--- src/rtl/muldiv_sequencer_if.sv ---
// Handshake bundle between the control unit and the iterative multiply/divide unit.
interface muldiv_sequencer_if #(
    parameter int DATA_WIDTH = 32
);
    logic                  start;
    logic [1:0]            op;
    logic [DATA_WIDTH-1:0] op_a;
    logic [DATA_WIDTH-1:0] op_b;
    logic                  busy;
    logic                  done;
    logic [DATA_WIDTH-1:0] result;

    // Control unit side: launches operations and watches busy/done.
    modport master (
        output start,
        output op,
        output op_a,
        output op_b,
        input  busy,
        input  done,
        input  result
    );

    // Execution unit side.
    modport slave (
        input  start,
        input  op,
        input  op_a,
        input  op_b,
        output busy,
        output done,
        output result
    );
endinterface

--- src/rtl/muldiv_sequencer.sv ---
// Iterative unsigned multiply/divide unit (MUL, MULHU, DIVU, REMU).
// One bit per clock through a single shared adder/subtractor; a division
// by zero skips iteration and completes on the next cycle.
module muldiv_sequencer #(
    parameter  int DATA_WIDTH = 32,
    localparam int CNT_WIDTH  = $clog2(DATA_WIDTH) + 1
) (
    input  logic               clk,
    input  logic               rst,
    muldiv_sequencer_if.slave  bus
);

    typedef enum logic [1:0] {
        IDLE = 2'd0,
        CALC = 2'd1,
        DONE = 2'd2
    } state_t;

    localparam logic [CNT_WIDTH-1:0] LAST_CNT = CNT_WIDTH'(DATA_WIDTH - 1);

    state_t                  state;
    logic                    busy_r;
    logic                    done_r;
    logic [DATA_WIDTH-1:0]   result_r;
    logic [CNT_WIDTH-1:0]    cnt;
    logic [1:0]              op_r;
    logic [DATA_WIDTH-1:0]   b_r;
    logic [2*DATA_WIDTH-1:0] prod_r;
    logic [DATA_WIDTH:0]     rem_r;
    logic [DATA_WIDTH-1:0]   quo_r;

    logic [DATA_WIDTH+1:0]   add_x;
    logic [DATA_WIDTH+1:0]   add_y;
    logic [DATA_WIDTH+1:0]   add_sum;
    logic                    add_cin;
    logic [DATA_WIDTH:0]     rem_shift;
    logic [2*DATA_WIDTH-1:0] prod_next;
    logic [DATA_WIDTH:0]     rem_next;
    logic [DATA_WIDTH-1:0]   quo_next;

    assign bus.busy   = busy_r;
    assign bus.done   = done_r;
    assign bus.result = result_r;

    // Result selection once the last iteration's register values are known.
    function automatic logic [DATA_WIDTH-1:0] pick_result(
        input logic [1:0]            sel,
        input logic [2*DATA_WIDTH-1:0] prod,
        input logic [DATA_WIDTH-1:0] quo,
        input logic [DATA_WIDTH:0]   rem
    );
        logic [DATA_WIDTH-1:0] r;
        case (sel)
            2'b00:   r = prod[DATA_WIDTH-1:0];
            2'b01:   r = prod[2*DATA_WIDTH-1:DATA_WIDTH];
            2'b10:   r = quo;
            2'b11:   r = rem[DATA_WIDTH-1:0];
            default: r = {DATA_WIDTH{1'b0}};
        endcase
        return r;
    endfunction

    // Shared adder and next-iteration values for both algorithms.
    always_comb begin
        prod_next = prod_r;
        rem_next  = rem_r;
        quo_next  = quo_r;
        rem_shift = {rem_r[DATA_WIDTH-1:0], quo_r[DATA_WIDTH-1]};
        if (op_r[1]) begin
            // Trial subtraction of the divisor from the shifted remainder;
            // the top bit of the sum is the borrow (negative result).
            add_x   = {rem_r, quo_r[DATA_WIDTH-1]};
            add_y   = ~{2'b00, b_r};
            add_cin = 1'b1;
        end else begin
            // Multiplier adds the multiplicand into the upper product half.
            add_x   = {2'b00, prod_r[2*DATA_WIDTH-1:DATA_WIDTH]};
            add_y   = {2'b00, b_r};
            add_cin = 1'b0;
        end
        add_sum = add_x + add_y + {{(DATA_WIDTH+1){1'b0}}, add_cin};
        if (op_r[1]) begin
            if (!add_sum[DATA_WIDTH+1]) begin
                rem_next = add_sum[DATA_WIDTH:0];
                quo_next = {quo_r[DATA_WIDTH-2:0], 1'b1};
            end else begin
                rem_next = rem_shift;
                quo_next = {quo_r[DATA_WIDTH-2:0], 1'b0};
            end
        end else begin
            if (prod_r[0]) begin
                prod_next = {add_sum[DATA_WIDTH:0], prod_r[DATA_WIDTH-1:1]};
            end else begin
                prod_next = {1'b0, prod_r[2*DATA_WIDTH-1:1]};
            end
        end
    end

    // Sequencer FSM with registered busy/done/result.
    always_ff @(posedge clk or posedge rst) begin
        if (rst) begin
            state    <= IDLE;
            busy_r   <= 1'b0;
            done_r   <= 1'b0;
            result_r <= {DATA_WIDTH{1'b0}};
            cnt      <= {CNT_WIDTH{1'b0}};
            op_r     <= 2'b00;
            b_r      <= {DATA_WIDTH{1'b0}};
            prod_r   <= {(2*DATA_WIDTH){1'b0}};
            rem_r    <= {(DATA_WIDTH+1){1'b0}};
            quo_r    <= {DATA_WIDTH{1'b0}};
        end else begin
            case (state)
                IDLE, DONE: begin
                    if (bus.start) begin
                        op_r   <= bus.op;
                        b_r    <= bus.op_b;
                        prod_r <= {{DATA_WIDTH{1'b0}}, bus.op_a};
                        rem_r  <= {(DATA_WIDTH+1){1'b0}};
                        quo_r  <= bus.op_a;
                        cnt    <= {CNT_WIDTH{1'b0}};
                        if (bus.op[1] && (bus.op_b == {DATA_WIDTH{1'b0}})) begin
                            // Divide by zero: quotient all ones, remainder is the dividend.
                            state    <= DONE;
                            busy_r   <= 1'b0;
                            done_r   <= 1'b1;
                            result_r <= bus.op[0] ? bus.op_a : {DATA_WIDTH{1'b1}};
                        end else begin
                            state  <= CALC;
                            busy_r <= 1'b1;
                            done_r <= 1'b0;
                        end
                    end else begin
                        state  <= IDLE;
                        busy_r <= 1'b0;
                        done_r <= 1'b0;
                    end
                end
                CALC: begin
                    prod_r <= prod_next;
                    rem_r  <= rem_next;
                    quo_r  <= quo_next;
                    cnt    <= cnt + {{(CNT_WIDTH-1){1'b0}}, 1'b1};
                    if (cnt == LAST_CNT) begin
                        state    <= DONE;
                        busy_r   <= 1'b0;
                        done_r   <= 1'b1;
                        result_r <= pick_result(op_r, prod_next, quo_next, rem_next);
                    end else begin
                        state  <= CALC;
                        busy_r <= 1'b1;
                        done_r <= 1'b0;
                    end
                end
                default: begin
                    state  <= IDLE;
                    busy_r <= 1'b0;
                    done_r <= 1'b0;
                end
            endcase
        end
    end

endmodule

--- src/flat_wrapper.sv ---
// flat-port wrapper written by rule: the top's interface ports become plain ports
module muldiv_sequencer_flat 
#(
    parameter  int DATA_WIDTH = 32,
    localparam int CNT_WIDTH  = $clog2(DATA_WIDTH) + 1
)
  (clk, rst, bus_start, bus_op, bus_op_a, bus_op_b, bus_busy, bus_done, bus_result);
  muldiv_sequencer_if #(.DATA_WIDTH(DATA_WIDTH)) bus_i ();
  input  logic clk;
  input  logic rst;
  input wire logic [$bits(bus_i.start)-1:0] bus_start;
  input wire logic [$bits(bus_i.op)-1:0] bus_op;
  input wire logic [$bits(bus_i.op_a)-1:0] bus_op_a;
  input wire logic [$bits(bus_i.op_b)-1:0] bus_op_b;
  output wire logic [$bits(bus_i.busy)-1:0] bus_busy;
  output wire logic [$bits(bus_i.done)-1:0] bus_done;
  output wire logic [$bits(bus_i.result)-1:0] bus_result;
  assign bus_i.start = bus_start;
  assign bus_i.op = bus_op;
  assign bus_i.op_a = bus_op_a;
  assign bus_i.op_b = bus_op_b;
  assign bus_busy = bus_i.busy;
  assign bus_done = bus_i.done;
  assign bus_result = bus_i.result;
  muldiv_sequencer #(.DATA_WIDTH(DATA_WIDTH)) u_core (.clk(clk), .rst(rst), .bus(bus_i));
endmodule
--- config.mk ---
export PLATFORM = sky130hd
export DESIGN_NAME = muldiv_sequencer_flat
export DESIGN_NICKNAME = d
export VERILOG_FILES = /design/src/rtl/muldiv_sequencer_if.sv /design/src/rtl/muldiv_sequencer.sv /design/src/flat_wrapper.sv
export SDC_FILE = /design/constraint.sdc
export NUM_CORES = 1
export LEC_CHECK = 0
export BUFFER_PORTS_ARGS = -buffer_cell sky130_fd_sc_hd__buf_2
export CORE_ASPECT_RATIO = 0.75
export CORE_UTILIZATION = 59
export DETAILED_ROUTE_END_ITERATION = 10
export PLACE_DENSITY_LB_ADDON = 0.1
export SETUP_SLACK_MARGIN = 0.02
export SLEW_MARGIN = 25
export SYNTH_ARGS = -nofsm -noshare
export SYNTH_HDL_FRONTEND = slang
export SYNTH_SLANG_ARGS = --single-unit
--- constraint.sdc ---
create_clock -name clk -period 8.7 [get_ports clk]
set_input_delay 1.305 -clock clk [delete_from_list [all_inputs] [get_ports clk]]
set_output_delay 1.305 -clock clk [all_outputs]
set_load 0.03 [all_outputs]
==> impl_metrics.env <==
export IMPL_ys_seq_area_frac=0.400
export IMPL_hold_start="u_core.cnt[5]$_DFFE_PP0P_"
export IMPL_path_max_fanout=49
export IMPL_drt_iter0_markers=1231
export IMPL_gp_congestion=0.981
export IMPL_slew_violations=0
export IMPL_path_cells="buf_4, mux2_2, ha_1, a2111oi_2, o211ai_2, a21oi_2, a21oi_2, nor3_4, mux2i_4, buf_4, mux2_2, a2111oi_0, o21ai_0"
export IMPL_final_nets=1527
export IMPL_initial_utilization=0.602
export IMPL_cts_path_max_buffers=3
export IMPL_seq_area_sq_mm=0.00508
export IMPL_synth_main_ff_cell="dfrtp_1"
export IMPL_wl_um=39000
export IMPL_outcome="finished clean"
export IMPL_ant_nets=0
export IMPL_drtPass1Iterations=5
export IMPL_syn_nets=1483
export IMPL_yosys_warnings=0
export IMPL_slowest_delay_ns=0.61
export IMPL_areaGrowthSynthToFinish_pct=12.0
export IMPL_fin_crit_sh=0.600
export IMPL_dieArea_sq_mm=0.0221
export IMPL_hold_buffers=0
export IMPL_rows=46
export IMPL_dieHeight_um=129
export IMPL_h_tree_depth=1
export IMPL_wl_per_cell_um=22.5
export IMPL_fillers=1735
export IMPL_synth_edff_count=0
export IMPL_cp_end_kind="flip-flop"
export IMPL_drc_errors=0
export IMPL_cts_setup_buffers=0
export IMPL_syn_avg_cell_area_sq_um=9.21
export IMPL_reg2reg_depth=13
export IMPL_multi_input_area_sq_mm=0.00718
export IMPL_drive_gt1_frac=0.171
export IMPL_drv_cap=0
export IMPL_avgViaCountPerCell=6.63
export IMPL_antenna_cells=0
export IMPL_grt_pass1_vias=10800
export IMPL_grt_pass1_wl_um=60800
export IMPL_cts_tree="done"
export IMPL_grt_max_degree=127
export IMPL_rr_startpoint="u_core.op_r[1]$_DFFE_PP0P_"
export IMPL_antenna_found_initial=0
export IMPL_hp_class="flip-flop to flip-flop"
export IMPL_r2r_end="u_core.bus.result[6]$_DFFE_PP0P_"
export IMPL_cts_buffers=23
export IMPL_slowest_stage="dfrtp_4"
export IMPL_cts_root_buf="clkbuf_16"
export IMPL_tns_ns=0
export IMPL_clock_skew_ns=0.0135
export IMPL_cp_data_required_time_ns=9.09
export IMPL_ff2ff_setup_slack_ns=3.48
export IMPL_async_flop_share=1.00
export IMPL_ys_types=79
export IMPL_arrival_ns=5.61
export IMPL_fmax_ghz=0.192
export IMPL_io_buffers=102
export IMPL_cts_sinks=203
export IMPL_setup_viol=0
export IMPL_finalHoldViolCount=0
export IMPL_insertion_delay_ns=0.52
export IMPL_crit_end="u_core.bus.result[6]$_DFFE_PP0P_"
export IMPL_slew_headroom=0.175
export IMPL_grt_usage=0.352
export IMPL_startpoint="u_core.op_r[1]$_DFFE_PP0P_"
export IMPL_core_area_sq_mm=0.0211
export IMPL_clkTransAtPathRegs_ns=0.06
export IMPL_synth_area_sq_mm=0.0127
export IMPL_chipWidth_um=171
export IMPL_post_cts_resized=0
export IMPL_crit_type="flip-flop to flip-flop"
export IMPL_syn_inst=1381
export IMPL_overflow=0
export IMPL_startpoint_type="flip-flop"
export IMPL_ios=103
export IMPL_worst_pin_slew_ns=1.21
export IMPL_period_minus_slack_ns=5.22
export IMPL_synth_seq_cells=203
export IMPL_dp_hpwl_um=26300
export IMPL_rsz0062_at_grt="no"
export IMPL_vias=11500
## metal layers
layer	vias up	global-route usage	wire length (um)
li1	5198	-	-
met1	5620	0.493	16800
met2	557	0.563	18000
met3	94	0.0434	2690
met4	0	0.130	1480
met5	-	0	0
## worst max-delay path: cells and delay by family (launching register included)
family / cells / cell delay (ns)
buffers and inverters: 2 / 0.96
AOI/OAI and AO/OA: 6 / 1.48
and+or+nand+nor: 1 / 0.30
DFF: 1 / 0.61
muxes: 3 / 1.32
adders and majority gates: 1 / 0.38
## placed cells by master, fill, tap and decap left out, types with 4 or more instances in the layout
master and count:
and2_1 39, o22ai_1 8, nor3_1 10, a221o_1 62
a21oi_1 69, nand2_1 219, a31oi_1 10, mux2_2 48
nand3_1 29, ha_1 32, xor2_1 43, a21o_1 17
clkbuf_16 23, buf_4 22, inv_1 15, o211ai_1 15
bufinv_16 6, nand2b_1 5, nor4_1 9, and4_1 4
nor2b_1 6, a22oi_1 5, a2111oi_0 4, xnor2_1 20
o31ai_1 5, clkinv_2 4, a21boi_0 5, mux2i_1 60
o221ai_1 21, nor2_1 56, o21a_1 11, buf_2 102
a221oi_1 9, a211oi_1 10, or3_1 6, dfrtp_1 201
a22o_1 12, and3_1 9, nand4_1 9, o21ai_0 121
## worst min-delay path by stage
stage,end,slack (ns),cells after the start
2_1_floorplan,u_core.cnt[5]$_DFFE_PP0P_,0.44,1
3_3_place_gp,u_core.cnt[5]$_DFFE_PP0P_,0.45,1
3_5_place_dp,u_core.cnt[5]$_DFFE_PP0P_,0.46,1
4_1_cts,u_core.cnt[5]$_DFFE_PP0P_,0.47,1
5_1_grt,u_core.bus.result[5]$_DFFE_PP0P_,0.50,2
6_report,u_core.cnt[5]$_DFFE_PP0P_,0.47,1
## registers in the layout (all words and copies together) (netlist names)
name	flops
u_core.cnt	6
u_core.rem_r	33
u_core.bus.done	1
u_core.b_r	32
u_core.bus.result	32
u_core.state	1
u_core.quo_r	32
u_core.op_r	2
u_core.prod_r	64
## Yosys cell counts (20+ instances only)
master | count | share of area
a21oi_1 | 69 | 0.027
xor2_1 | 43 | 0.030
xnor2_1 | 20 | 0.014
dfrtp_1 | 203 | 0.40
mux2i_1 | 60 | 0.047
nand2_1 | 221 | 0.065
nand3_1 | 29 | 0.011
o221ai_1 | 21 | 0.014
a221o_1 | 62 | 0.049
ha_1 | 32 | 0.031
o21ai_0 | 121 | 0.048
clkbuf_1 | 85 | 0.025
nor2_1 | 61 | 0.018
mux2_2 | 48 | 0.043
and2_1 | 39 | 0.019
## kinds of logic (layout without fill, tap and decap cells)
kind of cell               after synthesis  count (layout)  synth area share
AOI/OAI and AO/OA                      426             426             0.239
xor gates and xnor gates                64              64            0.0447
adders and majority gates               33              33            0.0331
buffers and inverters                  125             185            0.0413
DFF                                    203             203             0.400
muxes                                  111             111            0.0932
and+or+nand+nor                        419             419             0.149
## metrics by stage
| step | utilization | cells | instance area (sq um) | worst slack [ns] | hold slack (ns) |
|---|---|---|---|---|---|
| 6_report | 0.674 | 1729 | 14200 | 3.48 | 0.467 |
| 5_1_grt | 0.674 | 1729 | 14200 | 3.13 | 0.504 |
| 2_1_floorplan | - | 1381 | 12700 | 1.86 | 0.439 |
| 4_1_cts | 0.674 | 1729 | 14200 | 3.53 | 0.472 |
| 3_3_place_gp | 0.633 | 1688 | 13400 | 3.64 | 0.453 |
| 3_5_place_dp | 0.633 | 1688 | 13400 | 3.56 | 0.463 |
## cell type report
class,count,area share
multi-input cells,1053,0.504
clock buffers,27,0.0436
inverters,19,0.00554
well taps,288,0.0253
repair buffers,125,0.0482
flip-flops and latches,203,0.357
clock inverters,14,0.0163
Power is not shown: default switching activity piles up to over one toggle a cycle in this logic, so the estimate is an artifact.
